File: config.mk
export PLATFORM = sky130hd
export DESIGN_NAME = adc_wave_capture_flat
export DESIGN_NICKNAME = d
export VERILOG_FILES = /design/src/rtl/adc_wave_capture_if.sv /design/src/rtl/adc_wave_capture.sv /design/src/flat_wrapper.sv
export SDC_FILE = /design/constraint.sdc
export NUM_CORES = 1
export LEC_CHECK = 0
export CAP_MARGIN = 20
export CORE_MARGIN = 8
export CORE_UTILIZATION = 45
export CTS_CLUSTER_SIZE = 12
export DETAILED_ROUTE_END_ITERATION = 8
export GPL_TIMING_DRIVEN = 1
export PLACE_DENSITY = 0.68
export SYNTH_ARGS = -nofsm -noshare
export SYNTH_HDL_FRONTEND = slang
export SYNTH_SLANG_ARGS = --single-unit
File: constraint.sdc
create_clock -name clk -period 3.1 [get_ports clk]
set_clock_uncertainty 0.05 [all_clocks]
set_input_delay 0.775 -clock clk [delete_from_list [all_inputs] [get_ports clk]]
set_output_delay 0.775 -clock clk [all_outputs]
set_load 0.01 [all_outputs]
File: src/rtl/adc_wave_capture_if.sv
// Sample stream, arm/trigger controls and buffer-RAM write port
// for the ADC waveform capture block.
interface adc_wave_capture_if #(
  parameter int ADDR_WIDTH = 10,
  parameter int DATA_WIDTH = 8
);

  logic [DATA_WIDTH-1:0] adc_data;
  logic                  adc_valid;
  logic                  arm;
  logic [DATA_WIDTH-1:0] trig_level;
  logic                  trig_edge;
  logic                  ram_wr_en;
  logic [ADDR_WIDTH-1:0] ram_wr_addr;
  logic [DATA_WIDTH-1:0] ram_wr_data;
  logic                  busy;
  logic                  done;
  logic                  auto_trig;

  modport master (
    output adc_data,
    output adc_valid,
    output arm,
    output trig_level,
    output trig_edge,
    input  ram_wr_en,
    input  ram_wr_addr,
    input  ram_wr_data,
    input  busy,
    input  done,
    input  auto_trig
  );

  modport slave (
    input  adc_data,
    input  adc_valid,
    input  arm,
    input  trig_level,
    input  trig_edge,
    output ram_wr_en,
    output ram_wr_addr,
    output ram_wr_data,
    output busy,
    output done,
    output auto_trig
  );

endinterface

File: src/rtl/adc_wave_capture.sv
// Edge/timeout triggered ADC waveform capture into an external RAM.
// The trigger sample lands at address 0; one pass fills the buffer.
module adc_wave_capture #(
  parameter int ADDR_WIDTH = 10,
  parameter int DATA_WIDTH = 8,
  parameter int TIMEOUT    = 4096
) (
  input  logic clk,
  input  logic rst,
  adc_wave_capture_if.slave bus
);

  localparam int TW = (TIMEOUT > 2) ? $clog2(TIMEOUT) : 1;
  localparam logic [TW-1:0] TO_LAST =
    TW'((TIMEOUT > 0) ? TIMEOUT - 1 : 0);
  localparam bit TO_EN = (TIMEOUT != 0);

  typedef enum logic [1:0] {
    S_IDLE,
    S_ARMED,
    S_CAPTURE,
    S_DONE
  } state_t;

  state_t state_q, state_d;

  logic [DATA_WIDTH-1:0] level_q, level_d;
  logic                  falling_q, falling_d;
  logic [DATA_WIDTH-1:0] prev_q, prev_d;
  logic                  prev_vld_q, prev_vld_d;
  logic [TW-1:0]         to_cnt_q, to_cnt_d;
  logic                  auto_q, auto_d;
  logic [ADDR_WIDTH:0]   wr_cnt_q, wr_cnt_d;
  logic                  wr_en_q, wr_en_d;
  logic [ADDR_WIDTH-1:0] wr_addr_q, wr_addr_d;
  logic [DATA_WIDTH-1:0] wr_data_q, wr_data_d;

  logic arm_ok;
  logic smp_armed;
  logic rise_hit;
  logic fall_hit;
  logic edge_hit;
  logic edge_trig;
  logic to_trig;
  logic trig;
  logic full;
  logic smp_cap;

  always_comb begin
    arm_ok = bus.arm &&
      (state_q == S_IDLE || state_q == S_DONE);
    smp_armed = bus.adc_valid && state_q == S_ARMED;
    rise_hit = (prev_q < level_q) &&
      (bus.adc_data >= level_q);
    fall_hit = (prev_q > level_q) &&
      (bus.adc_data <= level_q);
    edge_hit = falling_q ? fall_hit : rise_hit;
    edge_trig = smp_armed && prev_vld_q && edge_hit;
    // Edge wins over timeout on the same sample.
    to_trig = smp_armed && prev_vld_q && !edge_hit &&
      TO_EN && (to_cnt_q == TO_LAST);
    trig = edge_trig || to_trig;
    full = wr_cnt_q[ADDR_WIDTH];
    smp_cap = bus.adc_valid && state_q == S_CAPTURE && !full;
  end

  always_ff @(posedge clk) begin
    if (rst) begin
      state_q <= S_IDLE;
    end else begin
      state_q <= state_d;
    end
  end

  always_comb begin
    state_d = state_q;
    unique case (1'b1)
      arm_ok: state_d = S_ARMED;
      trig: state_d = S_CAPTURE;
      full && state_q == S_CAPTURE: state_d = S_DONE;
      default: ;
    endcase
  end

  always_comb begin
    bus.busy = state_q == S_ARMED || state_q == S_CAPTURE;
    bus.done = state_q == S_DONE;
    bus.auto_trig = auto_q;
    bus.ram_wr_en = wr_en_q;
    bus.ram_wr_addr = wr_addr_q;
    bus.ram_wr_data = wr_data_q;
  end

  always_comb begin
    level_d = level_q;
    falling_d = falling_q;
    prev_d = prev_q;
    prev_vld_d = prev_vld_q;
    to_cnt_d = to_cnt_q;
    auto_d = auto_q;
    wr_cnt_d = wr_cnt_q;
    wr_en_d = 1'b0;
    wr_addr_d = wr_addr_q;
    wr_data_d = wr_data_q;

    if (arm_ok) begin
      level_d = bus.trig_level;
      falling_d = bus.trig_edge;
      prev_vld_d = 1'b0;
      to_cnt_d = '0;
      auto_d = 1'b0;
      wr_cnt_d = '0;
    end

    if (smp_armed) begin
      to_cnt_d = to_cnt_q + 1'b1;
      prev_d = bus.adc_data;
      prev_vld_d = 1'b1;
    end

    if (trig) begin
      auto_d = to_trig;
      wr_en_d = 1'b1;
      wr_addr_d = '0;
      wr_data_d = bus.adc_data;
      wr_cnt_d = {{ADDR_WIDTH{1'b0}}, 1'b1};
    end

    // Counter MSB marks a full buffer, so no wrap.
    if (smp_cap) begin
      wr_en_d = 1'b1;
      wr_addr_d = wr_cnt_q[ADDR_WIDTH-1:0];
      wr_data_d = bus.adc_data;
      wr_cnt_d = wr_cnt_q + 1'b1;
    end
  end

  always_ff @(posedge clk) begin
    if (rst) begin
      level_q <= '0;
      falling_q <= 1'b0;
      prev_q <= '0;
      prev_vld_q <= 1'b0;
      to_cnt_q <= '0;
      auto_q <= 1'b0;
      wr_cnt_q <= '0;
      wr_en_q <= 1'b0;
      wr_addr_q <= '0;
      wr_data_q <= '0;
    end else begin
      level_q <= level_d;
      falling_q <= falling_d;
      prev_q <= prev_d;
      prev_vld_q <= prev_vld_d;
      to_cnt_q <= to_cnt_d;
      auto_q <= auto_d;
      wr_cnt_q <= wr_cnt_d;
      wr_en_q <= wr_en_d;
      wr_addr_q <= wr_addr_d;
      wr_data_q <= wr_data_d;
    end
  end

endmodule

File: src/flat_wrapper.sv
// flat-port wrapper written by rule: the top's interface ports become plain ports
module adc_wave_capture_flat 
#(
  parameter int ADDR_WIDTH = 10,
  parameter int DATA_WIDTH = 8,
  parameter int TIMEOUT    = 4096
)
  (clk, rst, bus_adc_data, bus_adc_valid, bus_arm, bus_trig_level, bus_trig_edge, bus_ram_wr_en, bus_ram_wr_addr, bus_ram_wr_data, bus_busy, bus_done, bus_auto_trig);
  adc_wave_capture_if #(.ADDR_WIDTH(ADDR_WIDTH), .DATA_WIDTH(DATA_WIDTH)) bus_i ();
  input  logic clk;
  input  logic rst;
  input wire logic [$bits(bus_i.adc_data)-1:0] bus_adc_data;
  input wire logic [$bits(bus_i.adc_valid)-1:0] bus_adc_valid;
  input wire logic [$bits(bus_i.arm)-1:0] bus_arm;
  input wire logic [$bits(bus_i.trig_level)-1:0] bus_trig_level;
  input wire logic [$bits(bus_i.trig_edge)-1:0] bus_trig_edge;
  output wire logic [$bits(bus_i.ram_wr_en)-1:0] bus_ram_wr_en;
  output wire logic [$bits(bus_i.ram_wr_addr)-1:0] bus_ram_wr_addr;
  output wire logic [$bits(bus_i.ram_wr_data)-1:0] bus_ram_wr_data;
  output wire logic [$bits(bus_i.busy)-1:0] bus_busy;
  output wire logic [$bits(bus_i.done)-1:0] bus_done;
  output wire logic [$bits(bus_i.auto_trig)-1:0] bus_auto_trig;
  assign bus_i.adc_data = bus_adc_data;
  assign bus_i.adc_valid = bus_adc_valid;
  assign bus_i.arm = bus_arm;
  assign bus_i.trig_level = bus_trig_level;
  assign bus_i.trig_edge = bus_trig_edge;
  assign bus_ram_wr_en = bus_i.ram_wr_en;
  assign bus_ram_wr_addr = bus_i.ram_wr_addr;
  assign bus_ram_wr_data = bus_i.ram_wr_data;
  assign bus_busy = bus_i.busy;
  assign bus_done = bus_i.done;
  assign bus_auto_trig = bus_i.auto_trig;
  adc_wave_capture #(.ADDR_WIDTH(ADDR_WIDTH), .DATA_WIDTH(DATA_WIDTH), .TIMEOUT(TIMEOUT)) u_core (.clk(clk), .rst(rst), .bus(bus_i));
endmodule
==> run summary, run 1 <==
## STA
* Setup violations, final: 0
* fmax: 362 MHz
* time the final worst path needs with I/O delays and setup: 2760 ps
* final-layout setup total negative slack: 0 ps
* pin slew with the least headroom to its limit: 672 ps
* Final Hold Violating Endpoints: 0
* Max-Slew Margin vs Limit: 0.552
* RSZ-0062 raised after global routing: no
* count of pins over their slew limit: 0
* period utilization: 0.890

## Worst hold path
* Hold Startpoint: u_core.level_q[3]
* type of the most critical hold path: reg -> reg

## Cells and area
* Util after Layout: 0.565
* number of inserted diodes: 0
* synthesis-to-finish area growth: 23.7%
* final layout net count: 461
* most frequent cells in the layout: sky130_fd_sc_hd__nand2_1 (63), sky130_fd_sc_hd__dfxtp_1 (63), sky130_fd_sc_hd__a21oi_1 (56)
* non-filler instance count after layout: 504
* share of cells above drive strength 1: 0.118

## Synthesis
* count of flip-flops with a built-in enable after synthesis: 0
* number of synthesized register bits: 63
* sequential fraction of the synthesis area: 0.413
* Mean Syn Cell Area: 8.18 um^2
* Synth Instances: 373
* area of the mapped netlist: 0.00305 mm^2
* synthesized net count: 415
* ys async rst share: 0
* post-synthesis cell type count: 44
* most used flip-flop cell after synthesis: sky130_fd_sc_hd__dfxtp_1
* count of yosys warnings during synthesis: 0

## Power and ir drop
* leakage power figure: 1.39 nW
* peak supply drop: 0.302 mV
* power density cells: 459 mW/mm^2

## CTS
* post-CTS setup repair buffer count: 0
* Max Root-Sink Buffers: 2
* total number of clock tree sinks: 63
* CTS clock-pin slew for the worst setup and hold paths: 70 ps
* insertion delay to the later sink of the worst-skew pair: 340 ps
* number of buffers inserted by hold repair at cts: 0
* CTS buffer count: 9
* CTS Root Buffer Type: sky130_fd_sc_hd__clkbuf_8
* CTS tree: built
* number of H-tree branching levels: 3
* post-CTS sizing: 0

## GRT
* largest net degree at the start of global routing: 64
* number of global-route vias before repair: 2595
* Tot GR Track Use: 0.155
* wire length of the first global-routing pass: 12.3 mm
* number of antenna violations at the first check in global routing: 0
* final global-route overflow total: 0

## Job
* reported max-cap violation count: 0

## Drt
* number of nets still failing antenna checks after routing: 0
* # DRC: 0
* Total Wirelength: 7.07 mm
* detailed-router iteration count before antenna repair: 4
* initial DRC count: 164
* total vias in the final route: 2712
* DR vias/cell: 5.38
* Avg WL per Cell: 14.0 um

## Setup path
* endpoint type of the worst setup path: flip-flop
* arrival time worst endpoint: 2960 ps
* worst flop-to-flop path startpoint: u_core.level_q[6]
* critical-path cell with the highest stage delay: sky130_fd_sc_hd__clkdlybuf4s50_1
* biggest cell delay along the critical path: 480 ps
* critical path launch point type: input port
* Max FO, Critical Path: 7
* cell-by-cell trace of the critical path: clkdlybuf4s50_1 > inv_1 > ha_1 > nand4_1 > nand2b_1 > o21ai_0 > a211o_1 > o221a_2 > nand3_2 > a311oi_1
* class of the most critical setup path: in -> reg
* required time reported for the critical path endpoint: 3300 ps
* worst setup path startpoint: bus_adc_data[0]

## Die
* overall die height: 98.3 um
* number of top-level pins: 43
* number of core rows: 30
* Initial Utilization: 0.457
* horizontal die dimension: 98.3 um
* die footprint: 0.00967 mm^2
* placeable core area: 0.00668 mm^2

## Placed design
* detailed-placement wirelength estimate: 5.12 mm
* IO Port Bufs: 42
* GPL Wtd Cong: 0.812
* dpl cells: 488

## Status
* outcome: completed

-- critical path, delay by kind of cell --
family / cells / cell delay [ps]
and+or+nand+nor: 3 / 360
buffers and inverters: 2 / 550
AOI/OAI and AO/OA: 4 / 970
adders and majority gates: 1 / 290
-- final timing paths --
| path | slack [ps] | to | depth (start not counted) |
|---|---|---|---|
| worst max-delay path | 340 | u_core.wr_cnt_q[7] | 10 |
| worst min-delay path | 410 | u_core.level_q[3] | 2 |
| worst max register to register | 690 | u_core.bus.ram_wr_data[3] | 10 |
| worst min register to register | 410 | u_core.level_q[3] | 2 |
-- registers in the layout, summed over array words and instances (netlist names) --
signal and cells:
u_core.bus.ram_wr_addr 10, u_core.falling_q 1, u_core.prev_vld_q 1, u_core.state_q 2
u_core.bus.ram_wr_en 1, u_core.to_cnt_q 12, u_core.bus.ram_wr_data 8, u_core.bus.auto_trig 1
u_core.level_q 8, u_core.wr_cnt_q 11, u_core.prev_q 8
-- Yosys cell counts (3+ instances only) --
cell type / number / area share
sky130_fd_sc_hd__a21bo_1: 3 / 0.0098
sky130_fd_sc_hd__mux2_2: 3 / 0.011
sky130_fd_sc_hd__o21a_1: 5 / 0.012
sky130_fd_sc_hd__nor3_1: 5 / 0.0082
sky130_fd_sc_hd__nor2_1: 20 / 0.025
sky130_fd_sc_hd__nand3_1: 30 / 0.049
sky130_fd_sc_hd__a21oi_2: 4 / 0.011
sky130_fd_sc_hd__clkbuf_1: 13 / 0.016
sky130_fd_sc_hd__nand2b_1: 3 / 0.0062
sky130_fd_sc_hd__inv_1: 12 / 0.015
sky130_fd_sc_hd__ha_1: 21 / 0.086
sky130_fd_sc_hd__nand2_1: 63 / 0.078
sky130_fd_sc_hd__a211oi_1: 6 / 0.015
sky130_fd_sc_hd__buf_1: 4 / 0.0049
sky130_fd_sc_hd__and3_1: 10 / 0.021
sky130_fd_sc_hd__a21oi_1: 56 / 0.092
sky130_fd_sc_hd__or2_2: 4 / 0.0082
sky130_fd_sc_hd__nand4_1: 8 / 0.016
sky130_fd_sc_hd__o21ai_0: 6 / 0.0098
sky130_fd_sc_hd__dfxtp_1: 63 / 0.41
sky130_fd_sc_hd__a21bo_2: 4 / 0.013
-- metrics by stage --
stage	hold slack [ps]	total power [W]	instance area [um^2]	setup slack, ps
CTS	407	0.00176	3770	357
global route	423	0.00182	3770	184
detailed placement	398	0.00104	3570	-2.90
global placement	395	0.00104	3570	104
finish	407	0.00173	3770	340
floorplan	386	0.000965	3050	694
-- report_power, final --
part | leakage [nW] | internal (W) | total (W) | switching (W)
Clock | 0.0981 | 0.000388 | 0.000711 | 0.000323
Sequential | 0.510 | 0.000825 | 0.000836 | 0.0000105
Combinational | 0.787 | 0.0000818 | 0.000185 | 0.000104
-- area by class of cell --
| class | count | area [um^2] |
|---|---|---|
| tap | 80 | 100 |
| fill | 631 | 2910 |
| inverter | 12 | 45.0 |
| sequential | 63 | 1260 |
| clock buffer | 10 | 138 |
| multi-input combinational | 276 | 1640 |
| clock inverter | 6 | 60.1 |
| timing repair buffer | 57 | 528 |
-- per-layer routing --
metal	GRT usage	share of wire
met5	0	0
met4	0.0744	0.019
met3	0.0398	0.041
met2	0.247	0.47
met1	0.190	0.47
-- kinds of logic after synthesis --
kind of cell    after synthesis  share of synthesized area
simple gates                149                      0.225
compound gates              100                      0.207
flops                        63                      0.413
buf+inv                      34                     0.0488
fa+ha+maj                    21                     0.0861
xor+xnor                      3                    0.00862
mux                           3                     0.0111
(Power assumes the default switching activity.)
==> run 2: changes to the inputs <==
--- a/config.mk
+++ b/config.mk
@@ -10,6 +10,7 @@
 export CORE_UTILIZATION = 45
 export CTS_CLUSTER_SIZE = 12
 export DETAILED_ROUTE_END_ITERATION = 8
+export GPL_ROUTABILITY_DRIVEN = 0
 export GPL_TIMING_DRIVEN = 1
 export PLACE_DENSITY = 0.68
 export SYNTH_ARGS = -nofsm -noshare
==> results of run 2 <==
Same layout as run 1: the final DEF is identical, and so are final timing and power.
==> run 3: changes to the inputs <==
--- a/config.mk
+++ b/config.mk
@@ -6,12 +6,12 @@
 export NUM_CORES = 1
 export LEC_CHECK = 0
 export CAP_MARGIN = 20
-export CORE_MARGIN = 8
 export CORE_UTILIZATION = 45
 export CTS_CLUSTER_SIZE = 12
 export DETAILED_ROUTE_END_ITERATION = 8
 export GPL_ROUTABILITY_DRIVEN = 0
 export GPL_TIMING_DRIVEN = 1
+export HOLD_SLACK_MARGIN = 0.1
 export PLACE_DENSITY = 0.68
 export SYNTH_ARGS = -nofsm -noshare
 export SYNTH_HDL_FRONTEND = slang
==> run 3 against run 2 <==
- the run now ends with DRC left
- combinational power barely moved
- critical endpoint is now u_core.wr_cnt_q[6]
- largest power group is now the clock network
- final cell count did not move
- clock power increased by 20%
- worst setup slack better by 44 ps
- sequential cell count is the same
- global-route usage up 4.9 points
- first-iteration DRC count down 37%
- clock-buffer cell count is the same
- non-clock buffer count is 3 higher
- sequential power barely moved
- utilization grew 2.8 points
- final area grew 1.5%
==> run summary, run 3 (synthesis gave the netlist of run 1 again) <==
## Status
* outcome: complete, but fails checks
* violations in the final reports: DRC

## Cells and area
* Util after Layout: 0.593, +0.0284
* area of all placed cells without fillers: 0.00383 mm^2, +1.5%
* fillcell total: 556, -12%
* final layout net count: 464, +0.65%
* non-filler instance count after layout: 504, unchanged
* share of cells above drive strength 1: 0.122, +0.00386
* synthesis-to-finish area growth: 25.6%
* total area of multi-input combinational cells: 0.00164 mm^2, unchanged
* footprint of the flip-flops and latches: 0.00126 mm^2, unchanged
* number of inserted diodes: 0, unchanged
* flip-flop count of the largest register, all copies and words added: 12, unchanged
* register with the most flip-flops: u_core.to_cnt_q
* most frequent cells in the layout: sky130_fd_sc_hd__nand2_1 (63), sky130_fd_sc_hd__dfxtp_1 (63), sky130_fd_sc_hd__a21oi_1 (56)

## STA
* count of pins over their slew limit: 0, unchanged
* pin slew with the least headroom to its limit: 671 ps, -0.900 ps
* RSZ-0062 raised after global routing: no
* period utilization: 0.876, -0.0143
* final-layout setup total negative slack: 0 ps, unchanged
* fmax: 368 MHz, +1.6%
* time the final worst path needs with I/O delays and setup: 2720 ps, -44.4 ps
* Final Hold Violating Endpoints: 0, unchanged
* Setup violations, final: 0, unchanged
* Max-Slew Margin vs Limit: 0.552, +0.000600

## Power and ir drop
* register share of total power: 0.445, -0.037
* proportion of power drawn by combinational gates: 0.100, -0.007
* NetSw: 0.000434 W, -0.69%
* Power, Total: 0.00188 W, +8.3%
* leakage power figure: 1.43 nW, +2.6%
* Power Internal: 0.00144 W, +11%
* Switching Share: 0.231, -0.0209
* Clock Power Share: 0.454, +0.043
* peak supply drop: 0.300 mV, -0.72%
* power density cells: 490 mW/mm^2, +6.6%

## Drt
* DR vias/cell: 5.40, +0.44%
* detailed-router iteration count before antenna repair: 6, +2
* # DRC: 3, +3
* initial DRC count: 103, -37%
* Total Wirelength: 6.70 mm, -5.2%
* Avg WL per Cell: 13.3 um, -5.2%
* number of nets still failing antenna checks after routing: 0, unchanged
* total vias in the final route: 2724, +0.44%

## Die
* overall die height: 84.3 um, -14%
* placeable core area: 0.00646 mm^2, -3.3%
* number of core rows: 29, -3.3%
* horizontal die dimension: 84.3 um, -14%
* Initial Utilization: 0.472, +0.0157
* die footprint: 0.00711 mm^2, -26%
* number of top-level pins: 43, unchanged

## CTS
* number of buffers inserted by hold repair at cts: 0, unchanged
* total number of clock tree sinks: 63, unchanged
* CTS Root Buffer Type: sky130_fd_sc_hd__clkbuf_8
* post-CTS setup repair buffer count: 0, unchanged
* number of H-tree branching levels: 3, unchanged
* post-CTS sizing: 0, unchanged
* CTS tree: built
* Max Root-Sink Buffers: 2, unchanged
* CTS buffer count: 9, unchanged
* insertion delay to the later sink of the worst-skew pair: 340 ps, about the same
* CTS clock-pin slew for the worst setup and hold paths: 70 ps, about the same

## GRT
* number of global-route vias before repair: 2536, -2.3%
* number of antenna violations at the first check in global routing: 0, unchanged
* wire length of the first global-routing pass: 11.6 mm, -5.9%
* final global-route overflow total: 0, unchanged
* largest net degree at the start of global routing: 37, -42%
* Tot GR Track Use: 0.204, +0.0492

## Placed design
* IO Port Bufs: 42, unchanged
* dpl cells: 488, unchanged
* detailed-placement wirelength estimate: 4.88 mm, -4.6%
* cell area after placement: 0.00359 mm^2, +0.53%

## Setup path
* end of the critical path: u_core.wr_cnt_q[6]
* Max FO, Critical Path: 7, unchanged
* FF-to-FF setup slack: 670 ps, -20 ps
* required time reported for the critical path endpoint: 3300 ps, about the same
* RR Endpoint: u_core.wr_cnt_q[6]
* critical path launch point type: input port
* arrival time worst endpoint: 2920 ps, -40 ps
* R2R cell count: 9, -1
* worst flop-to-flop path startpoint: u_core.level_q[1]
* class of the most critical setup path: in -> reg
* worst setup path startpoint: bus_adc_data[2]
* endpoint type of the worst setup path: flip-flop

## Job
* reported max-cap violation count: 0, unchanged

## Worst hold path
* type of the most critical hold path: reg -> reg

run 3: how the worst min path moves through the flow:
stage                   endpoint  slack [ps]  cells after the start              start
5_1_grt        u_core.level_q[4]         420                      2  u_core.level_q[4]
6_report       u_core.level_q[4]         410                      2  u_core.level_q[4]
2_1_floorplan  u_core.level_q[1]         390                      2  u_core.level_q[1]
4_1_cts        u_core.level_q[6]         410                      2  u_core.level_q[6]
3_3_place_gp   u_core.level_q[3]         400                      2  u_core.level_q[3]
3_5_place_dp   u_core.level_q[6]         400                      2  u_core.level_q[6]
run 3: through the flow:
stage / setup slack (ps) / hold WS, ps
global route: 244 / 425
floorplan: 694 / 386
CTS: 419 / 406
global placement: 120 / 396
detailed placement: 56.0 / 397
finish: 385 / 408
run 3: power by group through the flow:
stage                     Combinational, W  Sequential, W  Clock [W]
after floorplan                   0.000114       0.000852          0
after global placement            0.000185       0.000853          0
after detailed placement          0.000188       0.000854          0
after CTS                         0.000188       0.000835   0.000871
after global routing              0.000214       0.000837   0.000909
final                             0.000188       0.000835   0.000853
run 3: per-layer routing:
| layer | track usage | wire length, um | part of all wire |
|---|---|---|---|
| met5 | 0 | 0 | 0 |
| met4 | 0.0924 | 119 | 0.018 |
| met3 | 0.0393 | 189 | 0.028 |
| met2 | 0.323 | 3030 | 0.45 |
| met1 | 0.272 | 3360 | 0.50 |
run 3: critical path: stages:
cell and delay (ps):
sky130_fd_sc_hd__clkdlybuf4s50_1 450, sky130_fd_sc_hd__ha_1 320, sky130_fd_sc_hd__o21ai_0 180, sky130_fd_sc_hd__a21oi_1 80, sky130_fd_sc_hd__o21ai_0 240, sky130_fd_sc_hd__a211o_1 160, sky130_fd_sc_hd__o221a_2 230, sky130_fd_sc_hd__nand3_2 170
sky130_fd_sc_hd__a211oi_1 300
run 3: area by class of cell:
class / instances / share of cell area
inverter: 12 / 0.0118
timing repair buffer: 60 / 0.144
multi-input combinational: 276 / 0.428
clock buffer: 10 / 0.0333
sequential: 63 / 0.329
clock inverter: 6 / 0.0284
tap: 77 / 0.0252
